===== src/rtl/instruction_fetcher.sv =====
// instruction_fetcher: per-warp fetch stage with a one-entry last-fetch buffer and a request timeout
package instruction_fetcher_pkg;

    typedef enum logic [2:0] {
        WARP_IDLE,
        WARP_FETCH,
        WARP_DECODE,
        WARP_REQUEST,
        WARP_WAIT,
        WARP_EXECUTE,
        WARP_UPDATE,
        WARP_DONE
    } warp_state_t;

    typedef struct packed {
        logic [3:0]  opcode;
        logic [3:0]  rd;
        logic [3:0]  rs;
        logic [3:0]  rt;
        logic [15:0] imm;
    } instruction_t;

endpackage

module instruction_fetcher
    import instruction_fetcher_pkg::*;
#(
    parameter int ADDR_WIDTH     = 32,
    parameter int INSTR_WIDTH    = 32,
    parameter int TIMEOUT_CYCLES = 255
) (
    input  logic                   clk,
    input  logic                   reset,
    input  warp_state_t            warp_state,
    input  logic [ADDR_WIDTH-1:0]  pc,
    input  logic                   flush,
    output logic                   mem_read_valid,
    output logic [ADDR_WIDTH-1:0]  mem_read_address,
    input  logic                   mem_read_ready,
    input  logic [INSTR_WIDTH-1:0] mem_read_data,
    output logic [1:0]             fetcher_state,
    output instruction_t           instruction,
    output logic                   fetch_error
);

    typedef enum logic [1:0] {
        S_IDLE    = 2'b00,
        S_REQUEST = 2'b01,
        S_DONE    = 2'b10
    } state_t;

    state_t                 state;
    logic                   buf_valid;
    logic [ADDR_WIDTH-1:0]  buf_pc;
    logic [INSTR_WIDTH-1:0] buf_data;
    logic [7:0]             count;

    logic hit;
    logic timeout;

    assign hit           = buf_valid && (buf_pc == pc) && !flush;
    assign timeout       = count == 8'(TIMEOUT_CYCLES - 1);
    assign fetcher_state = state;

    // Fetch FSM: buffer lookup, memory handshake with timeout, result hold until decode
    always_ff @(posedge clk or negedge reset) begin
        if (!reset) begin
            state            <= S_IDLE;
            mem_read_valid   <= 1'b0;
            mem_read_address <= '0;
            instruction      <= '0;
            fetch_error      <= 1'b0;
            buf_valid        <= 1'b0;
            buf_pc           <= '0;
            buf_data         <= '0;
            count            <= '0;
        end else begin
            case (state)
                S_IDLE: begin
                    if (warp_state == WARP_FETCH) begin
                        fetch_error <= 1'b0;
                        if (hit) begin
                            instruction <= instruction_t'(buf_data);
                            state       <= S_DONE;
                        end else begin
                            mem_read_valid   <= 1'b1;
                            mem_read_address <= pc;
                            count            <= '0;
                            state            <= S_REQUEST;
                        end
                    end
                end
                S_REQUEST: begin
                    if (mem_read_valid && mem_read_ready) begin
                        instruction    <= instruction_t'(mem_read_data);
                        buf_pc         <= mem_read_address;
                        buf_data       <= mem_read_data;
                        buf_valid      <= 1'b1;
                        mem_read_valid <= 1'b0;
                        state          <= S_DONE;
                    end else if (timeout) begin
                        mem_read_valid <= 1'b0;
                        instruction    <= '0;
                        fetch_error    <= 1'b1;
                        state          <= S_DONE;
                    end else begin
                        count <= count + 8'd1;
                    end
                end
                S_DONE: begin
                    if (warp_state == WARP_DECODE) state <= S_IDLE;
                end
                default: state <= S_IDLE;
            endcase
            // A flush overrides any buffer fill on the same edge
            if (flush) buf_valid <= 1'b0;
        end
    end

endmodule


===== config.mk =====
export PLATFORM = sky130hd
export DESIGN_NAME = instruction_fetcher
export DESIGN_NICKNAME = d
export VERILOG_FILES = /design/src/rtl/instruction_fetcher.sv
export SDC_FILE = /design/constraint.sdc
export NUM_CORES = 1
export LEC_CHECK = 0
export ABC_CLOCK_PERIOD_IN_PS = 3380
export CELL_PAD_IN_SITES_DETAIL_PLACEMENT = 0
export CELL_PAD_IN_SITES_GLOBAL_PLACEMENT = 1
export CORE_MARGIN = 1
export CORE_UTILIZATION = 46
export CTS_BUF_LIST = sky130_fd_sc_hd__clkbuf_8
export DETAILED_ROUTE_END_ITERATION = 7
export PLACE_DENSITY_LB_ADDON = 0.1
export REMOVE_ABC_BUFFERS = 1
export SETUP_SLACK_MARGIN = 0.02
export SLEW_MARGIN = 5
export SYNTH_ARGS = -nofsm -noshare
export SYNTH_HDL_FRONTEND = slang
export SYNTH_SLANG_ARGS = --single-unit

===== constraint.sdc =====
create_clock -name clk -period 3.38 [get_ports clk]
set_input_delay 0.845 -clock clk [delete_from_list [all_inputs] [get_ports clk]]
set_output_delay 0.845 -clock clk [all_outputs]
set_load 0.03 [all_outputs]

== Word-level counts from Yosys, hierarchy flattened ==
Cells that the tools add are included.
Storage, ports and cells
  input bits: 71
  output and inout bits: 68
  bits in registers: 141
Operators by class
  mux-type cells: 28
  eq/ne operators: 14
  reduce and logical (&&, ||, !) cells: 16
  bitwise operators: 1
  $add $sub $neg: 1
Operator list (number)
  $mux W32: 4
  $pmux W32 S2: 1
  $eq A32 B32 Y1: 1
  $mux W8: 4
  $pmux W8 S2: 1
  $ne A2 B2 Y1 const B: 7
  $reduce_and A4 Y1: 3
  $mux W1: 10
  $mux W2: 5
  $add A8 B1 Y8 const B: 1
  $eq A8 B8 Y1 const B: 1
  $pmux W2 S3: 1
  $reduce_and A3 Y1: 2
  $reduce_bool A2 Y1: 3
  $reduce_and A5 Y1: 1
  $pmux W1 S2: 2
  $reduce_and A2 Y1: 2
  $eq A3 B1 Y1 const B: 1
  $eq A3 B2 Y1 const B: 1
  $logic_and A1 B1 Y1: 3
  $ne A3 B3 Y1 const B: 1
  $eq A2 B1 Y1 const B: 1
  $eq A2 B2 Y1 const B: 1
  $logic_not A2 Y1: 1
  other kinds (2): 2

== Logic depth before layout (Yosys ltp) ==
Gate-level depths: netlist (run 1).
  depth after elaboration: 6
  depth in mapped cells: 9
  mapped depth without buffers: 8

== Least setup slack after synthesis (run 1) ==
No wires, ideal clock.
  path type: input to register
  from: input pc[28]
  to: register mem_read_address[0]
  cell stages on the path: 8
  slack: 0.741 ns
  data arrival time: 2.514 ns
  buffers on the path: 2
  data required time: 3.255 ns
  setup time: 0.125 ns
  path through: xnor2_1 -> nand4_1 -> nor4_4 -> nand4_2 -> and2_4 -> buf_6 -> buf_12 -> mux2_4
Between the ends
  cells in the longest elaborated chain, start to end: 5
Ends and longest elaborated chain
  from (decl): RTL line 35  | input logic [ADDR_WIDTH-1:0] pc,
  $eq A32 B32 Y1: RTL line 61  | assign hit = buf_valid && (buf_pc == pc) && !flush;
  $logic_and A1 B1 Y1 (2 in a row): RTL line 61
  $not A1 Y1 (no source line)
  $reduce_and A3 Y1 (no source line)
  to (signal assigned): RTL line 87  | mem_read_address <= pc;
  to (decl): RTL line 38  | output logic [ADDR_WIDTH-1:0] mem_read_address,
No other way between the ends.
A chain may end at the register's enable or synchronous reset.

== Worst setup path after layout (run 1) ==
  from: input pc[20]
  to: register instruction[6] (netlist name)
Between the ends
  cells in the longest elaborated chain, start to end: 5
Ends and longest elaborated chain
  $eq A32 B32 Y1: RTL line 61
  $logic_and A1 B1 Y1 (2 in a row): RTL line 61
  $ne A2 B2 Y1 (no source line)
  $reduce_and A4 Y1 (no source line)
  to (signal assigned): RTL line 83  | instruction <= instruction_t'(buf_data);
  to (signal assigned): RTL line 95  | instruction <= instruction_t'(mem_read_data);
  to (decl): RTL line 42  | output instruction_t instruction,
No other way between the ends.

==> summary.md, run 1 <==
| Metric | Value |
|---|---|
| Power Density | `972 mW/mm^2` |
| WS Path Type | `input pin to flop` |
| Fin nets | `slightly below 700` |
| Drt via density | `roughly 5.3` |
| Core box area | `about 0.013 sq mm` |
| Port buffer count | `138` |
| CTS Sinks | `141` |
| Die area | `between 0.01 and 0.015 sq mm` |
| DR vias | `approximately 4.2k` |
| CTS buffer count | `17` |
| CTS tree | `built` |
| Most common cell after layout, fill and taps aside | `dfrtp_1` |
| Yosys reg bits | `between 100 and 150` |
| Post-synthesis sequential area ratio | `between 50 and 60%` |
| Antenna viol nets, final | `0` |
| Slew headroom | `a little over half` |
| Endpoint class of the critical path | `flop` |
| Post-CTS setup buffer count | `0` |
| Total of max-cap violations | `0` |
| Final Skew | `0.0136 ns` |
| RePlAce Congestion | `0.745` |
| CP arrival | `approximately 3.2 ns` |
| Clock Latency Late Sink | `0.44 ns` |
| Mapped Cells | `around 460` |
| Startpoint types | `input pin` |
| YS warnings | `0` |
| FF-to-FF End | `mem_read_address[21]$_DFFE_PN0P_` |
| Crit path max fanout | `32` |
| Routed WL | `roughly 13000 um` |
| Post-detail-place hpwl | `slightly below 9000 um` |
| Clock buffer depth | `2` |
| Max-slew violation count | `0` |
| Height of the die | `approximately 120 um` |
| Setup_tns | `0 ns` |
| Power, Total | `approximately 8000 uW` |
| Initial Util | `about 48%` |
| N_diodes | `0` |
| Req. time, crit path | `3.70 ns` |
| Status | `finished clean` |
| Share of layout cells above drive strength 1 | `28.2%` |
| Hold Fails Final Rpt | `0` |
| Area delta synth->final | `30.8%` |
| Period utilization | `83.8%` |
| Post-placement worst setup slack | `~0.089 ns` |
| Worst Max-Slew Pin Slew | `just over 0.7 ns` |
| Routed WL per cell | `between 15 and 20 um` |
| Cell row count | `42` |
| Clk slew on worst S/H paths | `about 0.080 ns` |
| Worst R2R Setup Slack | `0.93 ns` |
| Die W | `between 100 and 150 um` |
| First-iteration detailed-routing DRC count | `slightly below 200` |
| DRT Pass-1 Iters | `4` |
| Mapped Avg Cell Area | `around 14 sq um` |
| Final worst setup slack | `0.548 ns` |
| Worst R2R Path Depth | `4` |
| Clock root cell | `clkbuf_8` |
| Min-delay worst type | `input pin to async pin` |
| Max H-tree Level | `4` |
| Fill cells | `~1.1k` |
| Crit path time final | `around 2.8 ns` |
| Largest net degree at the start of global routing | `a little under 100` |
| Yosys cell types | `42` |
| Layout Utilization | `approximately 62%` |
| # hold bufs at CTS | `0` |
| Cell Area, Synth | `~0.0064 sq mm` |
| First-pass GRT wire length | `~23000 um` |
| Leakage power | `approximately 0.0035 uW` |
| Unrepaired setup endpoints after global routing | `no` |
| Final setup vio count | `0` |
| Initial antenna violation count | `0` |
| RR Startpoint | `fetcher_state[0]$_DFFE_PN0P_` |
| Peak Freq | `between 0.3 and 0.4 GHz` |
| Commonest non-fill, non-tap cells in the layout | `dfrtp_1 (141), clkdlybuf4s50_1 (137), mux2_2 (96), a22o_1 (32)` |
| Worst VDD drop | `between 0.0004 and 0.0005 V` |
| Aggregate global routing overflow | `0` |
| Number of global-route vias before repair | `around 4.5k` |
| Post_cts resized | `0` |
| Total track usage | `between 20 and 25%` |
| Drt drc | `0` |
| IO Pins | `139` |
==> critical path: stages <==
cell	delay [ns]
clkdlybuf4s50_1	0.46
xnor2_1	0.25
nand4_1	0.13
nor4_1	0.34
nand4_1	0.26
a21oi_4	0.24
buf_12	0.22
mux2_2	0.37
==> registers in the layout, summed over array words and instances (netlist names) <==
register          count
fetch_error           1
mem_read_address     32
instruction          32
fetcher_state         2
mem_read_valid        1
buf_pc               32
count                 8
buf_data             32
buf_valid             1
==> routing by layer <==
layer | global-route usage [%] | share of wire, % | vias to the layer above
met5 | 0 | 0 | -
met4 | 5.86 | 1.0 | 0
met3 | 7.13 | 5.8 | 10
met2 | 32.4 | 49 | 80
met1 | 25.7 | 44 | 2107
li1 | - | - | 1962
==> through the flow <==
step / std cells / hold slack (ns) / instance area [sq um]
after floorplan: 434 / 0.458 / 6250
after global placement: 757 / 0.476 / 7960
after detailed placement: 757 / 0.490 / 7960
after CTS: 789 / 0.439 / 8370
after global routing: 789 / 0.461 / 8370
final: 789 / 0.428 / 8370
==> worst max path at each step <==
stage | slack (ns) | depth (start not counted) | from | endpoint
4_1_cts | 0.55 | 8 | pc[7] | instruction[6]$_DFFE_PN0P_
2_1_floorplan | -4.18 | 5 | fetcher_state[0]$_DFFE_PN0P_ | instruction[0]$_DFFE_PN0P_
6_report | 0.55 | 8 | pc[20] | instruction[6]$_DFFE_PN0P_
3_3_place_gp | 0.09 | 8 | pc[8] | instruction[23]$_DFFE_PN0P_
3_5_place_dp | 0.09 | 8 | pc[7] | instruction[6]$_DFFE_PN0P_
5_1_grt | 0.44 | 8 | pc[8] | instruction[21]$_DFFE_PN0P_
==> where the power goes <==
group	internal (uW)	total (uW)	switching (uW)
combinational	1960	3730	1770
sequential	2490	3030	535
clock	760	1380	624
total	5210	8140	2930
==> layout make-up <==
type                    count  area (sq um)  share of cell area, %
repair buffers            147          1480                   17.6
well taps                 176           220                   2.63
clock inverters            13           149                   1.78
inverters                   2          7.51                 0.0897
flip-flops and latches    141          3530                   42.2
clock buffers              19           262                   3.12
multi-input cells         291          2730                   32.6
==> cell families (layout without fill, tap and decap cells) <==
family          Yosys count  count (layout)  share of synthesized area [%]
compound gates           59              59                           7.17
xor+xnor                 32              32                           4.38
fa+ha+maj                 2               2                          0.391
buf+inv                  26             181                           2.52
flops                   141             141                           55.1
mux                     128             128                           24.2
simple gates             70              70                           6.18
==> synthesized netlist by cell type (all sizes together) <==
library cell | instances | area [sq um]
a31oi | 4 | 25.0
or3 | 1 | 6.26
nand3 | 13 | 65.1
nand2 | 12 | 45.0
nor3 | 5 | 30.0
xor2 | 3 | 26.3
xnor2 | 29 | 254
a211o | 1 | 8.76
nor2 | 11 | 43.8
a22oi | 1 | 7.51
a21oi | 7 | 35.0
nor4 | 2 | 27.5
o21ai | 5 | 25.0
buf | 10 | 101
ha | 2 | 25.0
nor4b | 2 | 17.5
mux2 | 128 | 1550
dfrtp | 141 | 3530
or4 | 1 | 7.51
inv | 2 | 7.51
o31a | 1 | 8.76
or2 | 1 | 6.26
o22a | 1 | 8.76
nand2b | 6 | 37.5
o221ai | 5 | 43.8
a2bb2oi | 1 | 8.76
nor2b | 2 | 12.5
nand4 | 12 | 81.3
clkbuf | 14 | 52.6
and3 | 1 | 6.26
a22o | 32 | 280
and2 | 1 | 8.76
a211oi | 1 | 7.51
(Power assumes the default switching activity.)
==> run 2, diff against run 1 <==
--- a/config.mk
+++ b/config.mk
@@ -5,11 +5,11 @@
 export SDC_FILE = /design/constraint.sdc
 export NUM_CORES = 1
 export LEC_CHECK = 0
-export ABC_CLOCK_PERIOD_IN_PS = 3380
+export ABC_CLOCK_PERIOD_IN_PS = 2400
 export CELL_PAD_IN_SITES_DETAIL_PLACEMENT = 0
 export CELL_PAD_IN_SITES_GLOBAL_PLACEMENT = 1
 export CORE_MARGIN = 1
-export CORE_UTILIZATION = 46
+export CORE_UTILIZATION = 38
 export CTS_BUF_LIST = sky130_fd_sc_hd__clkbuf_8
 export DETAILED_ROUTE_END_ITERATION = 7
 export PLACE_DENSITY_LB_ADDON = 0.1
==> constraint.sdc (replaced) <==
create_clock -name clk -period 2.4 [get_ports clk]
set_input_delay 0.6 -clock clk [delete_from_list [all_inputs] [get_ports clk]]
set_output_delay 0.6 -clock clk [all_outputs]
set_load 0.03 [all_outputs]
==> run 2 against run 1 <==
  * Critical path depth rose by 2
  * Clock skew rose by 0.0028 ns
  * Cell area rose by 6.0%
  * First-iteration DRC count rose by 20%
  * Worst setup slack got worse by 0.52 ns
  * Sequential cell count did not move
  * Highest routed layer unchanged
  * Clock power rose by 43%
  * Critical endpoint is now instruction[30]$_DFFE_PN0P_
  * Routed wire length rose by 11%
  * Combinational power rose by 51%
  * Sequential power rose by 42%
  * Clock-buffer cell count did not move
==> summary.md, run 2 (synthesis results as in run 1) <==
| Metric | Value |
|---|---|
| Status | `finished clean` |
| Hold Fails Final Rpt | `0 (unchanged)` |
| # hold bufs at CTS | `0 (unchanged)` |
| Die area | `0.0174 sq mm (+21%)` |
| Leakage power | `0.00386 uW (+11%)` |
| Number of global-route vias before repair | `4609 (+2.3%)` |
| Min-delay worst type | `input pin to async pin` |
| Crit path max fanout | `8 (-75%)` |
| Clk slew on worst S/H paths | `0.08 ns (about the same)` |
| Initial antenna violation count | `0 (unchanged)` |
| Cell row count | `47 (+12%)` |
| Total track usage | `18.6% (-1.6 points)` |
| Slew headroom | `67.9% (+15 points)` |
| First-pass GRT wire length | `24800 um (+10%)` |
| Crit path time final | `2.37 ns` |
| Commonest non-fill, non-tap cells in the layout | `dfrtp_1 (140), clkdlybuf4s50_1 (108), mux2_2 (86), mux2_4 (39), a22o_1 (32)` |
| Startpoint types | `input pin` |
| Placed cells | `818 (+8.1%)` |
| Routed WL per cell | `17.2 um (+2.0%)` |
| Clock buffer depth | `2 (unchanged)` |
| Drt via density | `5.04 (-4.4%)` |
| Power Density | `1340 mW/mm^2 (+38%)` |
| Worst VDD drop | `0.000639 V (+35%)` |
| Max H-tree Level | `4 (unchanged)` |
| Area delta synth->final | `38.7%` |
| Most common cell after layout, fill and taps aside | `dfrtp_1` |
| Final setup vio count | `0 (unchanged)` |
| WS Path Type | `input pin to flop` |
| Antenna viol nets, final | `0 (unchanged)` |
| Worst Max-Slew Pin Slew | `0.482 ns (-0.228 ns)` |
| Peak Freq | `approximately 0.42 GHz` |
| DR vias | `4327 (+4.0%)` |
| Die W | `132 um (+9.9%)` |
| CP arrival | `2.70 ns (-0.45 ns)` |
| Total of max-cap violations | `0 (unchanged)` |
| DRT Pass-1 Iters | `5 (+1)` |
| CTS buffer count | `17 (unchanged)` |
| IO Pins | `139 (unchanged)` |
| Slowest CP cell | `mux2_2` |
| Cells along the critical path | `dlygate4sd2_1, xnor2_1, buf_4, nand4_1, nor4_2, nand4_1, a21oi_4, buf_6, buf_16, mux2_2` |
| Non-Filler Instances | `859 (+8.9%)` |
| Endpoint class of the critical path | `flop` |
| Clock Latency Late Sink | `0.45 ns (about the same)` |
| CTS Sinks | `141 (unchanged)` |
| Height of the die | `132 um (+9.9%)` |
| Core box area | `0.0165 sq mm (+23%)` |
| Post-detail-place hpwl | `9740 um (+11%)` |
| Final Skew | `0.0164 ns (+0.00281 ns)` |
| CTS tree | `built` |
| Most Frequent Cell on Critical Path | `nand4_1` |
| Req. time, crit path | `2.73 ns (-0.97 ns)` |
| Layout Utilization | `53.7% (-8.8 points)` |
| Port buffer count | `138 (unchanged)` |
| RePlAce Congestion | `0.743 (-0.34%)` |
| Max-slew violation count | `0 (unchanged)` |
| Period utilization | `a little over nine tenths` |
| Initial Util | `38.7% (-9.0 points)` |
| N_diodes | `0 (unchanged)` |
| Largest net degree at the start of global routing | `65 (-34%)` |
| Clock root cell | `clkbuf_8` |
| Drt drc | `0 (unchanged)` |
| Finished Cell Area | `0.00887 sq mm (+6.0%)` |
| First-iteration detailed-routing DRC count | `232 (+20%)` |
| Routed WL | `14800 um (+11%)` |
| Placed instance area | `0.00822 sq mm (+3.2%)` |
| Unrepaired setup endpoints after global routing | `yes` |
| Aggregate global routing overflow | `0 (unchanged)` |
| CP max stage delay | `0.33 ns (-0.13 ns)` |
| Share of layout cells above drive strength 1 | `33.5% (+5.3 points)` |
| Fin nets | `699 (+3.9%)` |
run 2: per-layer routing:
layer  up-vias  GRT usage (%)  wire length, um
met2        86           30.2             7430
li1       2004              -                -
met5         -              0                0
met3        12           5.38              635
met1      2225           23.9             6580
met4         0           5.94              158
run 2: report_power, final:
part           internal [uW]  switching (uW)
registers               3510             799
logic                   3040            2590
clock network           1070             902
run 2: timing repair:
item | 4_1_cts | 5_1_grt
endpoints found under the setup margin | 64 | 26
pin swaps | 19 | 11
gates cloned | 3 | 0
resized for setup | 34 | 24
setup buffers | 6 | 2
run 2: worst max-delay path, delay by kind of cell:
family,cells,cell delay [ns]
buffers and inverters,4,0.71
and+or+nand+nor,3,0.57
muxes,1,0.33
AOI/OAI and AO/OA,1,0.30
xor gates and xnor gates,1,0.18
run 2: path summary, 6_finish.rpt:
check / startpoint / endpoint / slack [ns] / cells past startpoint
max: pc[0] / instruction[30]$_DFFE_PN0P_ / 0.03 / 10
min: reset / buf_pc[8]$_DFFE_PN0P_ / 0.06 / 1
max reg2reg: buf_pc[0]$_DFFE_PN0P_ / instruction[30]$_DFFE_PN0P_ / 0.07 / 9
min reg2reg: buf_valid$_DFFE_PN0P_ / buf_valid$_DFFE_PN0P_ / 0.50 / 2
max in group asynchronous: reset / buf_pc[14]$_DFFE_PN0P_ / 1.64 / 2
min in group clk: pc[25] / mem_read_address[25]$_DFFE_PN0P_ / 0.45 / 2
run 2: cell type report:
cell class / count / area [sq um]
fillers: 1432 / 7650
repair buffers: 173 / 1800
well taps: 220 / 275
inverters: 2 / 7.51
flip-flops and latches: 141 / 3530
clock inverters: 13 / 148
multi-input cells: 291 / 2860
clock buffers: 19 / 262
run 2: per-stage QoR:
stage	TNS (ns)	hold WS, ns	power (uW)	setup WS (ns)
2_1_floorplan	-390.69	0.304	7640	-5.16
3_3_place_gp	-40.92	0.485	9640	-0.728
4_1_cts	0	0.0365	12000	0.0255
5_1_grt	-0.227	0.0547	12600	-0.0333
3_5_place_dp	-40.24	0.495	9780	-0.718
6_report	0	0.0558	11900	0.0312
